===== src/rtl/cpu_pkg.sv =====
// Shared fetch-path types and default widths for the instruction fetch unit.
package cpu_pkg;

  localparam int CPU_ADDR_W = 16;
  localparam int CPU_DATA_W = 16;

  typedef enum logic [1:0] {
    FS_IDLE = 2'd0,
    FS_REQ  = 2'd1,
    FS_WAIT = 2'd2
  } fetch_state_t;

  typedef struct packed {
    logic [CPU_ADDR_W-1:0] pc;
    logic [CPU_DATA_W-1:0] instr;
  } fetch_entry_t;

endpackage


===== src/rtl/fetch_fifo.sv =====
// Synchronous prefetch FIFO with flush; pointers carry an extra MSB so full and
// empty are told apart without a separate count register.
module fetch_fifo
  import cpu_pkg::*;
#(
  parameter int DATA_W     = CPU_ADDR_W + CPU_DATA_W,
  parameter int FIFO_DEPTH = 4
) (
  input  logic                          clk,
  input  logic                          rst_n,
  input  logic                          push,
  input  logic [DATA_W-1:0]             push_data,
  input  logic                          pop,
  input  logic                          flush,
  output logic [$clog2(FIFO_DEPTH):0]   level,
  output logic [DATA_W-1:0]             head
);

  localparam int PW = $clog2(FIFO_DEPTH);
  localparam logic [PW:0] DEPTH_L = (PW+1)'(FIFO_DEPTH);

  logic [DATA_W-1:0] mem [FIFO_DEPTH];
  logic [PW:0]       wr_ptr;
  logic [PW:0]       rd_ptr;
  logic              do_push;
  logic              do_pop;

  assign level   = wr_ptr - rd_ptr;
  assign head    = mem[rd_ptr[PW-1:0]];
  assign do_pop  = pop && (level != '0);
  assign do_push = push && ((level != DEPTH_L) || do_pop);

  always_ff @(posedge clk or negedge rst_n) begin
    if (!rst_n) begin
      wr_ptr <= '0;
      rd_ptr <= '0;
    end else if (flush) begin
      wr_ptr <= '0;
      rd_ptr <= '0;
    end else begin
      if (do_push) wr_ptr <= wr_ptr + (PW+1)'(1);
      if (do_pop)  rd_ptr <= rd_ptr + (PW+1)'(1);
    end
  end

  // Storage is data only; validity is carried entirely by the pointers.
  always_ff @(posedge clk) begin
    if (do_push && !flush) mem[wr_ptr[PW-1:0]] <= push_data;
  end

endmodule


===== src/rtl/instr_fetch_unit.sv =====
// Fetch front end: one-outstanding-request memory FSM feeding a prefetch FIFO,
// with redirect flush. Optional stall counter enabled by FETCH_PERF_EN.
module instr_fetch_unit
  import cpu_pkg::*;
#(
  parameter int                ADDR_W     = CPU_ADDR_W,
  parameter int                DATA_W     = CPU_DATA_W,
  parameter int                FIFO_DEPTH = 4,
  parameter logic [ADDR_W-1:0] RESET_PC   = '0
) (
  input  logic                          clk,
  input  logic                          rst_n,
  output logic                          imem_req_valid,
  input  logic                          imem_req_ready,
  output logic [ADDR_W-1:0]             imem_req_addr,
  input  logic                          imem_rsp_valid,
  input  logic [DATA_W-1:0]             imem_rsp_data,
  input  logic                          redirect_valid,
  input  logic [ADDR_W-1:0]             redirect_pc,
  output logic                          instr_valid,
  input  logic                          instr_ready,
  output logic [DATA_W-1:0]             instr_data,
  output logic [ADDR_W-1:0]             instr_pc,
`ifdef FETCH_PERF_EN
  output logic [31:0]                   perf_stall_cnt,
`endif
  output logic [$clog2(FIFO_DEPTH):0]   fifo_level
);

  localparam int            LW      = $clog2(FIFO_DEPTH) + 1;
  localparam logic [LW-1:0] DEPTH_L = LW'(FIFO_DEPTH);

  fetch_state_t      state;
  fetch_state_t      state_nxt;
  logic [ADDR_W-1:0] fetch_pc;
  logic [ADDR_W-1:0] fetch_pc_nxt;
  logic [ADDR_W-1:0] req_addr;
  logic [ADDR_W-1:0] req_addr_nxt;
  logic              drop;
  logic              drop_nxt;
  logic              push;
  logic              pop;
  logic              flush;
  logic [LW-1:0]     level_after;
  logic [ADDR_W+DATA_W-1:0] head;

  assign imem_req_valid = (state == FS_REQ);
  assign imem_req_addr  = req_addr;
  assign instr_valid    = (fifo_level != '0);
  assign instr_data     = head[ADDR_W+DATA_W-1:ADDR_W];
  assign instr_pc       = head[ADDR_W-1:0];

  always_ff @(posedge clk or negedge rst_n) begin
    if (!rst_n) begin
      state    <= FS_IDLE;
      fetch_pc <= RESET_PC;
      req_addr <= RESET_PC;
      drop     <= 1'b0;
    end else begin
      state    <= state_nxt;
      fetch_pc <= fetch_pc_nxt;
      req_addr <= req_addr_nxt;
      drop     <= drop_nxt;
    end
  end

  always_comb begin
    state_nxt    = state;
    fetch_pc_nxt = fetch_pc;
    req_addr_nxt = req_addr;
    drop_nxt     = drop;
    push         = 1'b0;
    flush        = redirect_valid;
    pop          = instr_valid && instr_ready && !redirect_valid;
    level_after  = fifo_level;
    case (state)
      FS_IDLE: begin
        if (redirect_valid) begin
          state_nxt    = FS_REQ;
          fetch_pc_nxt = redirect_pc;
          req_addr_nxt = redirect_pc;
        end else if (fifo_level < DEPTH_L) begin
          state_nxt    = FS_REQ;
          req_addr_nxt = fetch_pc;
        end
      end
      FS_REQ: begin
        // The presented address stays put; only the next request sees the new pc.
        if (redirect_valid) begin
          fetch_pc_nxt = redirect_pc;
          drop_nxt     = 1'b1;
        end
        if (imem_req_ready) state_nxt = FS_WAIT;
      end
      FS_WAIT: begin
        if (imem_rsp_valid) begin
          drop_nxt = 1'b0;
          if (redirect_valid) begin
            fetch_pc_nxt = redirect_pc;
            req_addr_nxt = redirect_pc;
            state_nxt    = FS_REQ;
          end else begin
            if (!drop) begin
              push         = 1'b1;
              fetch_pc_nxt = fetch_pc + ADDR_W'(1);
            end
            level_after = fifo_level + LW'(push) - LW'(pop);
            if (level_after < DEPTH_L) begin
              state_nxt    = FS_REQ;
              req_addr_nxt = fetch_pc_nxt;
            end else begin
              state_nxt = FS_IDLE;
            end
          end
        end else if (redirect_valid) begin
          fetch_pc_nxt = redirect_pc;
          drop_nxt     = 1'b1;
        end
      end
      default: state_nxt = FS_IDLE;
    endcase
  end

  fetch_fifo #(
    .DATA_W     (ADDR_W + DATA_W),
    .FIFO_DEPTH (FIFO_DEPTH)
  ) u_fifo (
    .clk       (clk),
    .rst_n     (rst_n),
    .push      (push),
    .push_data ({imem_rsp_data, fetch_pc}),
    .pop       (pop),
    .flush     (flush),
    .level     (fifo_level),
    .head      (head)
  );

`ifdef FETCH_PERF_EN
  function automatic logic [31:0] sat_inc(input logic [31:0] v);
    return (v == 32'hFFFF_FFFF) ? v : v + 32'd1;
  endfunction

  always_ff @(posedge clk or negedge rst_n) begin
    if (!rst_n) perf_stall_cnt <= '0;
    else if (!instr_valid && !redirect_valid) perf_stall_cnt <= sat_inc(perf_stall_cnt);
  end
`endif

endmodule


===== config.mk =====
export PLATFORM = sky130hd
export DESIGN_NAME = instr_fetch_unit
export DESIGN_NICKNAME = d
export VERILOG_FILES = /design/src/rtl/cpu_pkg.sv /design/src/rtl/fetch_fifo.sv /design/src/rtl/instr_fetch_unit.sv
export SDC_FILE = /design/constraint.sdc
export NUM_CORES = 1
export LEC_CHECK = 0
export BUFFER_PORTS_ARGS = -buffer_cell sky130_fd_sc_hd__buf_2
export CORE_MARGIN = 2
export CORE_UTILIZATION = 35
export DETAILED_ROUTE_END_ITERATION = 10
export MAX_ROUTING_LAYER = met4
export PLACE_DENSITY = 0.65
export SLEW_MARGIN = 0
export SYNTH_ARGS = -nofsm -noshare
export SYNTH_HDL_FRONTEND = slang
export SYNTH_SLANG_ARGS = --single-unit
export TNS_END_PERCENT = 30

===== constraint.sdc =====
create_clock -name clk -period 6.88 [get_ports clk]
set_clock_uncertainty 0.1 [all_clocks]
set_input_delay 0.688 -clock clk [delete_from_list [all_inputs] [get_ports clk]]
set_output_delay 0.688 -clock clk [all_outputs]
set_load 0.005 [all_outputs]

==> metrics.csv, run 1 <==
metric,value,unit
status,finished clean,
clock_latency,0.42,ns
crit_chain,"inv_1, ha_1, fa_1, xnor3_1, nand3_1, nand2_1, nor2_1, ha_1, inv_1, ha_1, nor3b_1, o211ai_2, o211a_1, a211oi_4, mux2_2",
rows,53,
viasPerCell,5.149,
vias,4346,
slowest_delay,0.72,ns
avgSynthCellArea,15.95,sq um
cp.depth,15,
grt_max_degree,49,
die_area,22410,sq um
start_kind,flop,
max-slew-margin-rel,36.73,%
yosys_warnings,0,
grt_pass1_vias,4495,
finalHoldViolCount,0,
crit_family,compound AO/OA/AOI/OAI gates,
ys_top_cells_by_count,"edfxtp_1, dfrtp_1, mux4_2, a21oi_1, nor2_1",
fin_ws,2.395,ns
clk_pin_slew,0.06,ns
clkSinkCount,169,
io_pins,91,
synth_top_area_cell,edfxtp_1,
hpwl,10.15,mm
period_minus_slack,4.485,ns
finalMaxSlewViolations,0,
cts_made_buffers,17,
cts_root_buf,clkbuf_16,
ys_seq_elements,169,
cp_slowest_cell,a211oi_4,
synth_cells,466,
portBuffers,90,
yosys.cell_types.count,62,
antenna_found_initial,0,
drc,0,
startpoint,u_fifo.wr_ptr[0]$_DFFE_PN0P_,
gp_congestion,0.8445,
r2r.worst_path.cells,15,
grtUsageTotal,15.18,%
cts_tree,yes,
path_max_fanout,16,
rsz0062_at_grt,no,
nNetsFinal,609,
yosys_most_used_dff,edfxtp_1,
criticalPathCategory,reg2reg,
ctsResizeCount,0,
syn2layout_area_growth,17.76,%
rr_startpoint,u_fifo.wr_ptr[0]$_DFFE_PN0P_,
synth-edff-count,128,
dp_slack,2.377,ns
syn_nets,518,
fin_hold_ws,0.3113,ns
die_w,149.7,microns
cts_hold_buffers,0,
grt_pass1_wl,24.98,mm
initial_core_util,35.46,%
drtIter0Drc,417,
post-cts-setup-buffers,0,
setup-tns-final,0,ns
dp.cells,813,
firstDrtPassIters,5,
power.leakage,3.165,nW
hp-class,in2async,
final_cells,844,
crit_arrival,4.68,ns
crit_top_cell,ha_1,
seq_area_frac_synth,65.53,%
drive_gt1_share,31.99,%
core_area,20960,sq um
cts.htree.levels,4,
power,0.003105,W
routedWlPerCell,18.59,microns
crit_buf_inv,2,
yosysMostFrequentCell,edfxtp_1,
worstPathRequired,7.08,ns
power_density,354.8,nW/um^2
wirelength,15.69,mm
worst_pin_slew,0.9491,ns
setup_viol,0,
die_h,149.7,microns
yosysTopAreaCellShare,51.73,%
synth_area,7431,sq um
synthTopCellsByArea,"edfxtp_1, dfrtp_1, mux4_2, ha_1, mux2i_1",
fmax,223.0,MHz
vdd_ir_drop_max,232.0,uV
grt-ovfl-total,0,
setup.worst_path.end_class,flop,
cap_violations,0,
antenna_cells,0,
ant_nets,0,
cts_buffer_depth,2,
period_share,65.19,%
async_flop_share,24.26,%
## worst reg2reg max path: cells and delay by family, from the launching register on
family / cells / cell delay (ns)
compound gates: 3 / 1.17
buf+inv: 2 / 0.15
mux: 1 / 0.42
fa+ha+maj: 4 / 1.02
xor+xnor: 1 / 0.43
flops: 1 / 0.40
simple gates: 4 / 0.69
## path summary, 6_finish.rpt
| kind | slack, ns | endpoint |
|---|---|---|
| max | 2.40 | imem_req_addr[0]$_DFFE_PN0P_ |
| min | 0.31 | fetch_pc[11]$_DFFE_PN0P_ |
| max reg2reg | 2.40 | imem_req_addr[0]$_DFFE_PN0P_ |
| min reg2reg | 0.39 | imem_req_addr[9]$_DFFE_PN0P_ |
| max in group asynchronous | 5.71 | u_fifo.rd_ptr[0]$_DFFE_PN0P_ |
| min in group clk | 0.38 | u_fifo.mem[2][26]$_DFFE_PP_ |
## flip-flops by register name, summed over array words and instances, names as in the netlist
name and flops:
drop 1, fetch_pc 16, imem_req_addr 16, state 2
u_fifo.mem 128, u_fifo.rd_ptr 3, u_fifo.wr_ptr 3
## metrics by stage
stage / utilization [%] / instance area (sq um)
floorplan: - / 7431
global placement: 38.98 / 8168
detailed placement: 38.98 / 8168
CTS: 41.76 / 8751
global route: 41.76 / 8751
finish: 41.76 / 8751
## layout by cell type (no fill, tap or decap), types with 3 or more instances in the layout
master	Yosys	layout
a21oi_1	22	22
o21ba_2	3	3
nand4_1	6	6
dfrtp_1	41	40
and2_1	4	3
ha_1	13	13
o22ai_1	4	4
and3_1	5	5
nand2_1	20	20
buf_2	5	90
xnor2_1	8	8
inv_1	13	13
inv_6	0	6
mux2i_1	15	15
mux2_1	10	10
mux4_2	32	32
nand3_1	11	11
xor2_1	5	5
nor3_1	4	4
o21ai_0	20	20
buf_4	0	6
edfxtp_1	128	128
clkbuf_16	0	17
nor2_1	21	21
a31oi_1	4	4
nor4_1	3	3
mux2_2	9	9
## power by group
group | switching [W] | internal (W)
Clock | 0.000392 | 0.000542
Sequential | 0.000148 | 0.00123
Combinational | 0.000401 | 0.000389
Total | 0.000942 | 0.00216
## cells by family after synthesis
logic type,share of synthesized area [%]
compound gates,6.617
flops,65.53
mux,14.60
simple gates,6.786
buf+inv,2.172
fa+ha+maj,2.458
xor+xnor,1.835
## cell type report
cell class	instances	area (sq um)
Fill cell	1924	12200
Timing Repair Buffer	96	495.5
Multi-Input combinational cell	258	2401
Inverter	15	56.30
Clock buffer	17	425.4
Tap cell	275	344.1
Clock inverter	14	157.7
Sequential cell	169	4871
## layer usage
layer | GRT usage [%] | part of all wire [%] | wire [microns] | vias up
met1 | 20.05 | 45 | 6982 | 2194
met2 | 24.13 | 49 | 7697 | 138
met3 | 3.445 | 5.6 | 877 | 15
met5 | - | 0 | 0 | -
met4 | 3.491 | 0.84 | 131 | 0
li1 | - | - | - | 1999
(Power assumes the default switching activity.)
==> inputs of run 2 (changes only) <==
- clock period: 6.88 -> 4.55 ns (I/O delays scaled with it)
==> run 2 against run 1 <==
Effect of this change: final area is 0.29% lower; total power rose by 49%; combinational power rose by 52%; register-to-register slack worse by 2.0 ns; critical path depth up 1; sequential cell count unchanged; clock power rose by 45%; largest power group unchanged; core utilization decreased by 0.12 points.
==> metrics.csv, run 2 (same netlist as run 1, synthesis figures left out) <==
metric,value,unit
rows,53,
cts_hold_buffers,0,
portBuffers,90,
r2r_setup_slack,0.41,ns
syn2layout_area_growth,17.43,%
rsz0062_at_grt,no,
vdd_ir_drop_max,356.3,uV
r2r-end,imem_req_addr[12]$_DFFE_PN0P_,
internal_power,0.003214,W
power_frac_comb,25.9,%
crit_arrival,4.34,ns
r2r.worst_path.cells,16,
path_max_fanout,16,
start_kind,flop,
power_frac_seq,45.0,%
status,finished clean,
setup-tns-final,0,ns
initial_core_util,35.46,%
antenna_cells,0,
pwr-share-clk,29.0,%
drive_gt1_share,31.93,%
clock_latency,0.42,ns
hpwl,10.01,mm
cts_buffer_depth,2,
die_h,149.7,microns
vias,4327,
ctsResizeCount,0,
cts.htree.levels,4,
max-slew-margin-rel,35.75,%
fin_util,41.64,%
drtIter0Drc,441,
antenna_found_initial,0,
grt_pass1_vias,4467,
die_w,149.7,microns
die_area,22410,sq um
cap_violations,0,
period_share,90.88,%
cts_made_buffers,17,
final_cell_mix,"edfxtp_1, buf_2, dfrtp_1",
dp.cells,814,
largest_reg_flops,128,
core_area,20960,sq um
post-cts-setup-buffers,0,
setup.worst_path.end_class,flop,
power_switching,0.001420,W
setup_viol,0,
hp-class,in2async,
routedWlPerCell,18.21,microns
clk_pin_slew,0.07,ns
period_minus_slack,4.135,ns
clkSinkCount,169,
power,0.004634,W
fillCellCount,1906,
rr_startpoint,u_fifo.wr_ptr[0]$_DFFE_PN0P_,
worst_pin_slew,0.9638,ns
dp_slack,0.4032,ns
firstDrtPassIters,4,
wirelength,15.39,mm
fin_ws,0.4149,ns
grt-ovfl-total,0,
criticalPathCategory,reg2reg,
nNetsFinal,610,
cts_root_buf,clkbuf_16,
grtUsageTotal,14.61,%
power_density,531.1,nW/um^2
grt_pass1_wl,24.14,mm
drc,0,
finalHoldViolCount,0,
final_cells,845,
io_pins,91,
mostFrequentLayoutCell,edfxtp_1,
switching_share,30.63,%
power.leakage,3.147,nW
cts_tree,yes,
finalMaxSlewViolations,0,
gp_congestion,0.8383,
grt_max_degree,42,
worstPathRequired,4.75,ns
fmax,241.8,MHz
viasPerCell,5.121,
ant_nets,0,
==> run 2: how the worst max path moves through the flow <==
stage	slack, ns	from	depth (start not counted)	endpoint
after floorplan	0.65	u_fifo.wr_ptr[0]$_DFFE_PN0P_	16	imem_req_addr[10]$_DFFE_PN0P_
after global placement	0.61	u_fifo.wr_ptr[0]$_DFFE_PN0P_	16	imem_req_addr[15]$_DFFE_PN0P_
after detailed placement	0.40	u_fifo.wr_ptr[0]$_DFFE_PN0P_	16	imem_req_addr[15]$_DFFE_PN0P_
after CTS	0.40	u_fifo.wr_ptr[0]$_DFFE_PN0P_	16	imem_req_addr[12]$_DFFE_PN0P_
after global routing	0.16	u_fifo.wr_ptr[0]$_DFFE_PN0P_	16	imem_req_addr[15]$_DFFE_PN0P_
final	0.41	u_fifo.wr_ptr[0]$_DFFE_PN0P_	16	imem_req_addr[12]$_DFFE_PN0P_
==> run 2: through the flow <==
stage / cell area, sq um / hold WS [ns]
3_3_place_gp: 8175 / 0.3738
5_1_grt: 8726 / 0.1388
4_1_cts: 8726 / 0.1104
2_1_floorplan: 7431 / 0.05941
6_report: 8726 / 0.07906
3_5_place_dp: 8175 / 0.3693
==> run 2: layout make-up <==
class                   instances  area (sq um)  area share, %
clock buffers                  17         425.4          4.875
multi-input cells             258          2401          27.52
clock inverters                14         125.1          1.434
well taps                     275         344.1          3.943
repair buffers                 97         503.0          5.764
inverters                      15         56.30         0.6453
flip-flops and latches        169          4871          55.82
==> run 2: critical path: stages (launching register included) <==
cell and delay, ns:
dfrtp_1 0.40, inv_1 0.11, ha_1 0.20, fa_1 0.36
xnor3_1 0.44, nand3_1 0.17, nand2_1 0.12, nor2_1 0.12
ha_1 0.15, inv_1 0.04, ha_1 0.27, nor3b_1 0.27
o211ai_2 0.17, o211a_1 0.26, a211oi_4 0.20, buf_4 0.27
mux2_1 0.36
==> run 2: metal layers <==
metal,part of all wire [%],global-route usage (%)
met5,0,-
met4,1.2,3.915
met3,5.3,3.140
met2,48,22.64
met1,46,19.68
==> run 2: power by group through the flow <==
| stage | logic [W] | clock network [W] | registers (W) |
|---|---|---|---|
| floorplan | 0.000869 | 0 | 0.00203 |
| global route | 0.00133 | 0.00143 | 0.00212 |
| CTS | 0.00123 | 0.00137 | 0.00208 |
| detailed placement | 0.00122 | 0 | 0.00211 |
| global placement | 0.00118 | 0 | 0.00210 |
| finish | 0.00120 | 0.00135 | 0.00209 |
